--- config.mk ---
export PLATFORM = sky130hd
export DESIGN_NAME = add_arbiter
export DESIGN_NICKNAME = d
export VERILOG_FILES = /design/src/rtl/add_arbiter.sv
export SDC_FILE = /design/constraint.sdc
export NUM_CORES = 1
export LEC_CHECK = 0
export CORE_MARGIN = 2
export CORE_UTILIZATION = 37
export DETAILED_ROUTE_END_ITERATION = 12
export PLACE_DENSITY = 0.78
export SYNTH_ARGS = -nofsm -noshare
export SYNTH_HDL_FRONTEND = slang
export SYNTH_SLANG_ARGS = --single-unit
--- constraint.sdc ---
create_clock -name clk -period 1.74 [get_ports clk]
set_input_delay 0.435 -clock clk [delete_from_list [all_inputs] [get_ports clk]]
set_output_delay 0.435 -clock clk [all_outputs]
set_load 0.1 [all_outputs]
--- src/rtl/add_arbiter.sv ---
// Round-robin controller sharing one single-precision add/subtract datapath
// between two requesters: grant, issue, wait a fixed settle time, return result.
module add_arbiter #(
    parameter int ADD_LAT = 1,
    parameter int WAIT_W  = 4
) (
    input  logic        clk,
    input  logic        n_rst,
    input  logic        req0,
    input  logic        sub0,
    input  logic [31:0] opa0,
    input  logic [31:0] opb0,
    input  logic        req1,
    input  logic        sub1,
    input  logic [31:0] opa1,
    input  logic [31:0] opb1,
    output logic        ack0,
    output logic        ack1,
    output logic        done0,
    output logic        done1,
    output logic [31:0] res0,
    output logic [31:0] res1,
    output logic        ovf0,
    output logic        ovf1,
    output logic [31:0] add_op1,
    output logic [31:0] add_op2,
    output logic        add_serv,
    input  logic [31:0] add_result,
    output logic        busy
);

    typedef enum logic [1:0] {
        S_IDLE  = 2'd0,
        S_ISSUE = 2'd1,
        S_WAIT  = 2'd2,
        S_DONE  = 2'd3
    } state_t;

    state_t            r_state;
    state_t            w_next_state;
    logic              r_last;
    logic              r_win;
    logic [WAIT_W-1:0] r_cnt;

    logic              w_any_req;
    logic              w_grant;
    logic              w_cnt_last;
    logic              w_capture;
    logic              w_ovf;
    logic [31:0]       w_opa_sel;
    logic [31:0]       w_opb_sel;
    logic              w_sub_sel;

    assign w_any_req  = req0 | req1;
    // On a tie the requester that was not served last wins; otherwise whoever asks.
    assign w_grant    = (req0 & req1) ? ~r_last : req1;
    assign w_cnt_last = (r_cnt == WAIT_W'(1));
    assign w_capture  = (r_state == S_WAIT) && w_cnt_last;

    assign w_opa_sel  = w_grant ? opa1 : opa0;
    assign w_opb_sel  = w_grant ? opb1 : opb0;
    assign w_sub_sel  = w_grant ? sub1 : sub0;

    // An all-ones exponent from finite operands means the sum overflowed to infinity.
    assign w_ovf = (add_result[30:23] == 8'hFF)
                && (add_op1[30:23] != 8'hFF)
                && (add_op2[30:23] != 8'hFF);

    always_comb begin
        // NOTE: default assigned first so every path drives w_next_state; no latch.
        w_next_state = r_state;
        case (r_state)
            S_IDLE:  if (w_any_req) w_next_state = S_ISSUE;
            S_ISSUE: w_next_state = S_WAIT;
            S_WAIT:  if (w_cnt_last) w_next_state = S_DONE;
            S_DONE:  w_next_state = S_IDLE;
            default: w_next_state = S_IDLE;
        endcase
    end

    // NOTE: sequential state uses non-blocking assignments only.
    always_ff @(posedge clk or negedge n_rst) begin
        if (!n_rst) begin
            r_state <= S_IDLE;
        end else begin
            r_state <= w_next_state;
        end
    end

    always_ff @(posedge clk or negedge n_rst) begin
        if (!n_rst) begin
            r_last  <= 1'b1;
            r_win   <= 1'b0;
            r_cnt   <= '0;
            add_op1 <= '0;
            add_op2 <= '0;
        end else begin
            case (r_state)
                S_IDLE: begin
                    if (w_any_req) begin
                        r_win   <= w_grant;
                        r_last  <= w_grant;
                        add_op1 <= w_opa_sel;
                        add_op2 <= {w_opb_sel[31] ^ w_sub_sel, w_opb_sel[30:0]};
                    end
                end
                S_ISSUE: r_cnt <= WAIT_W'(ADD_LAT);
                S_WAIT:  r_cnt <= r_cnt - WAIT_W'(1);
                default: ;
            endcase
        end
    end

    always_ff @(posedge clk or negedge n_rst) begin
        if (!n_rst) begin
            res0 <= '0;
            res1 <= '0;
            ovf0 <= 1'b0;
            ovf1 <= 1'b0;
        end else if (w_capture) begin
            if (r_win) begin
                res1 <= add_result;
                ovf1 <= w_ovf;
            end else begin
                res0 <= add_result;
                ovf0 <= w_ovf;
            end
        end
    end

    // Handshake strobes decode the state, so they cannot overlap across channels.
    assign ack0     = (r_state == S_ISSUE) && !r_win;
    assign ack1     = (r_state == S_ISSUE) &&  r_win;
    assign done0    = (r_state == S_DONE)  && !r_win;
    assign done1    = (r_state == S_DONE)  &&  r_win;
    assign add_serv = (r_state == S_ISSUE);
    assign busy     = (r_state != S_IDLE);

endmodule

==> results.sh <==
export IMPL_yosysTopAreaCellShare_pct=55.66
export IMPL_die_area_sq_um=17700
export IMPL_status="finished with violations"
export IMPL_antenna_found_initial=0
export IMPL_fmax_ghz=0.5280
export IMPL_yosysWarnings=0
export IMPL_syn_to_final_growth_pct=92.18
export IMPL_grt_use_total_pct=22.27
export IMPL_drive_gt1_share_pct=35.61
export IMPL_clkTransAtPathRegs_ns=0.06
export IMPL_final_setup_worst_slack_ns=-0.1538
export IMPL_critical_path_max_stage_delay_ns=0.38
export IMPL_first_pass_iters=4
export IMPL_crit_chain="buf_4 -> ha_1 -> nand4bb_1 -> nor2_4 -> buf_12 -> mux2_2"
export IMPL_tightest_slew_ns=0.4390
export IMPL_required_ns=2.04
export IMPL_crit_fanout=16
export IMPL_ff_latch_area_sq_um=3456
export IMPL_max_cap_viol_count=0
export IMPL_cts_tree="built"
export IMPL_synth_cells=481
export IMPL_grt_max_degree=43
export IMPL_wl_per_cell_um=18.81
export IMPL_whs_ns=0.5201
export IMPL_finalHoldViolCount=0
export IMPL_core_area_sq_um=16410
export IMPL_crit_buf_inv=2
export IMPL_rows=47
export IMPL_cts_made_buffers=17
export IMPL_die_h_um=133.0
export IMPL_gp_congestion=0.8041
export IMPL_r2r_setup_slack_ns=-0.15
export IMPL_syn_nets=654
export IMPL_synth_edf_count=0
export IMPL_ys_ff_latch=138
export IMPL_dpl_hpwl_um=14570
export IMPL_final_min_clock_period_ns=1.894
export IMPL_violations="setup timing"
export IMPL_synth_flop_cell="dfrtp_1"
export IMPL_yosys_cell_types_count=36
export IMPL_yosys_area_top_type="dfrtp_1"
export IMPL_end_kind="flop"
export IMPL_cp_arrival_ns=2.19
export IMPL_initial_core_util_pct=37.54
export IMPL_drt_total_wl_um=19830
export IMPL_ant_nets=0
export IMPL_synth_area_top_cells="dfrtp_1, mux2i_1, mux2_4"
export IMPL_clock_sinks=138
export IMPL_dp_cells=1006
export IMPL_drv_slew=0
export IMPL_n_antenna_cell=0
export IMPL_avgSynthCellArea_sq_um=12.81
export IMPL_critical_path_top_delay_family="simple AND/OR/NAND/NOR gates"
export IMPL_r2r_start="r_state[1]$_DFFE_PN0P_"
export IMPL_r2r_end="res0[15]$_DFFE_PN0P_"
export IMPL_cts_root_buf="clkbuf_16"
export IMPL_path_class="reg -> reg"
export IMPL_period_share_pct=108.8
export IMPL_reg2reg_depth=6
export IMPL_final_common_cell="clkdlybuf4s50_1"
export IMPL_setup_viol=55
export IMPL_multiInputGateArea_sq_um=2584
export IMPL_syn_area_sq_um=6160
export IMPL_final_setup_skew_ns=0.01001
export IMPL_ys_async_sr_fraction_pct=100.0
export IMPL_io_pins=302
export IMPL_final_cell_count_no_fill=1054
export IMPL_grt_pass1_vias=5642
export IMPL_cp_start_kind="flop"
export IMPL_drt_iter0_drc=146
export IMPL_layout_common_cells="clkdlybuf4s50_1, buf_12, dfrtp_1"
export IMPL_clock_latency_ns=0.42
export IMPL_chipWidth_um=133.0
export IMPL_grt_overflow_total=0
export IMPL_htreeDepth=4
export IMPL_via_per_inst=4.879
export IMPL_seq_area_frac_synth_pct=56.08
export IMPL_io_buffers=301
export IMPL_routed_via_count=5142
export IMPL_rsz0062_at_grt="yes"
export IMPL_slew_headroom_pct=70.73
export IMPL_min_path_type="in -> async"
export IMPL_cts_buffer_depth=2
export IMPL_critPathSlowestCell="dfrtp_1"
export IMPL_drc=0
export IMPL_fill_cells=986
export IMPL_grt_pass1_wl_um=30510
export IMPL_layout_nets=994
## cell usage after synthesis, types with 2 or more instances
library cell  count
nand2_1          64
dfrtp_1         137
mux2_4           29
and4_1            2
o211ai_1          3
a21oi_1           3
mux2i_1          65
mux2_2           35
buf_6             8
nand4_1           4
buf_4             2
o21ai_0          21
and2_1            2
nor3_1            3
xor2_1            2
inv_1             8
clkbuf_1         10
ha_1              7
a22o_1            2
buf_2             5
buf_12            3
nor2b_1           3
o21ai_1          50
## area by class of cell
class	count	share of cell area, %
clock inverter	15	1.110
tap	220	2.325
multi-input combinational	310	21.83
timing repair buffer	346	41.70
clock buffer	17	3.594
sequential	138	29.19
inverter	8	0.2537
## flip-flops by register name, indices dropped and copies added (netlist names)
signal   cells
r_last       1
ovf0         1
ovf1         1
add_op2     32
res0        32
r_cnt        4
res1        32
r_state      2
add_op1     32
r_win        1
## worst reg2reg max path, cell delays in order, from the launching register on
cell       delay [ns]
dfrtp_1          0.38
buf_4            0.15
ha_1             0.20
nand4bb_1        0.21
nor2_4           0.27
buf_12           0.21
mux2_2           0.37
## per-layer routing
metal  share of wire, %  GRT usage [%]  vias to the layer above
met3                7.9          6.398                       31
met2                 53          40.79                      254
met5                  0              0                        -
li1                   -              -                     2372
met1                 37          24.59                     2485
met4                2.3          7.766                        0
## logic make-up (layout without fill, tap and decap cells)
group | Yosys count | count (layout) | synth area share (%)
adder cells (fa/ha/maj) | 7 | 7 | 1.422
buffers and inverters | 36 | 386 | 4.184
flip-flops | 138 | 138 | 56.08
AO/OA/AOI/OAI | 83 | 83 | 7.252
XOR/XNOR | 2 | 2 | 0.2844
AND/OR/NAND/NOR | 86 | 89 | 6.744
multiplexers | 129 | 129 | 24.03
## through the flow
step	setup TNS (ns)	setup slack (ns)	instance area (sq um)	util, %
floorplan	-0.2191	-0.1034	6188	-
global placement	-7.833	-0.1780	11030	67.25
detailed placement	-9.781	-0.2321	11030	67.25
CTS	-2.373	-0.1432	11720	71.45
global route	-9.982	-0.2120	11840	72.15
finish	-6.240	-0.1538	11840	72.15
## how the worst max path moves through the flow
| stage | from | end | slack [ns] | depth (start not counted) |
|---|---|---|---|---|
| floorplan | r_state[1]$_DFFE_PN0P_ | ack0 | -0.10 | 3 |
| global placement | req1 | add_op1[25]$_DFFE_PN0P_ | -0.18 | 6 |
| detailed placement | req1 | add_op1[24]$_DFFE_PN0P_ | -0.23 | 6 |
| CTS | r_state[0]$_DFFE_PN0P_ | busy | -0.14 | 5 |
| global route | r_state[1]$_DFFE_PN0P_ | res0[15]$_DFFE_PN0P_ | -0.21 | 6 |
| finish | r_state[1]$_DFFE_PN0P_ | res0[15]$_DFFE_PN0P_ | -0.15 | 6 |
## timing repair
action | 4_1_cts | 5_1_grt
hold buffers | 1 | 0
endpoints found under the setup margin | 40 | 70
gates cloned | 2 | 3
pin swaps | 2 | 3
buffers inserted | 5 | 5
resized for setup | 12 | 4
hold endpoints to repair | 37 | 0
Power is left out: the tool's default activity adds up to more than one toggle a clock period on the data nets, which glitch-free logic cannot reach.
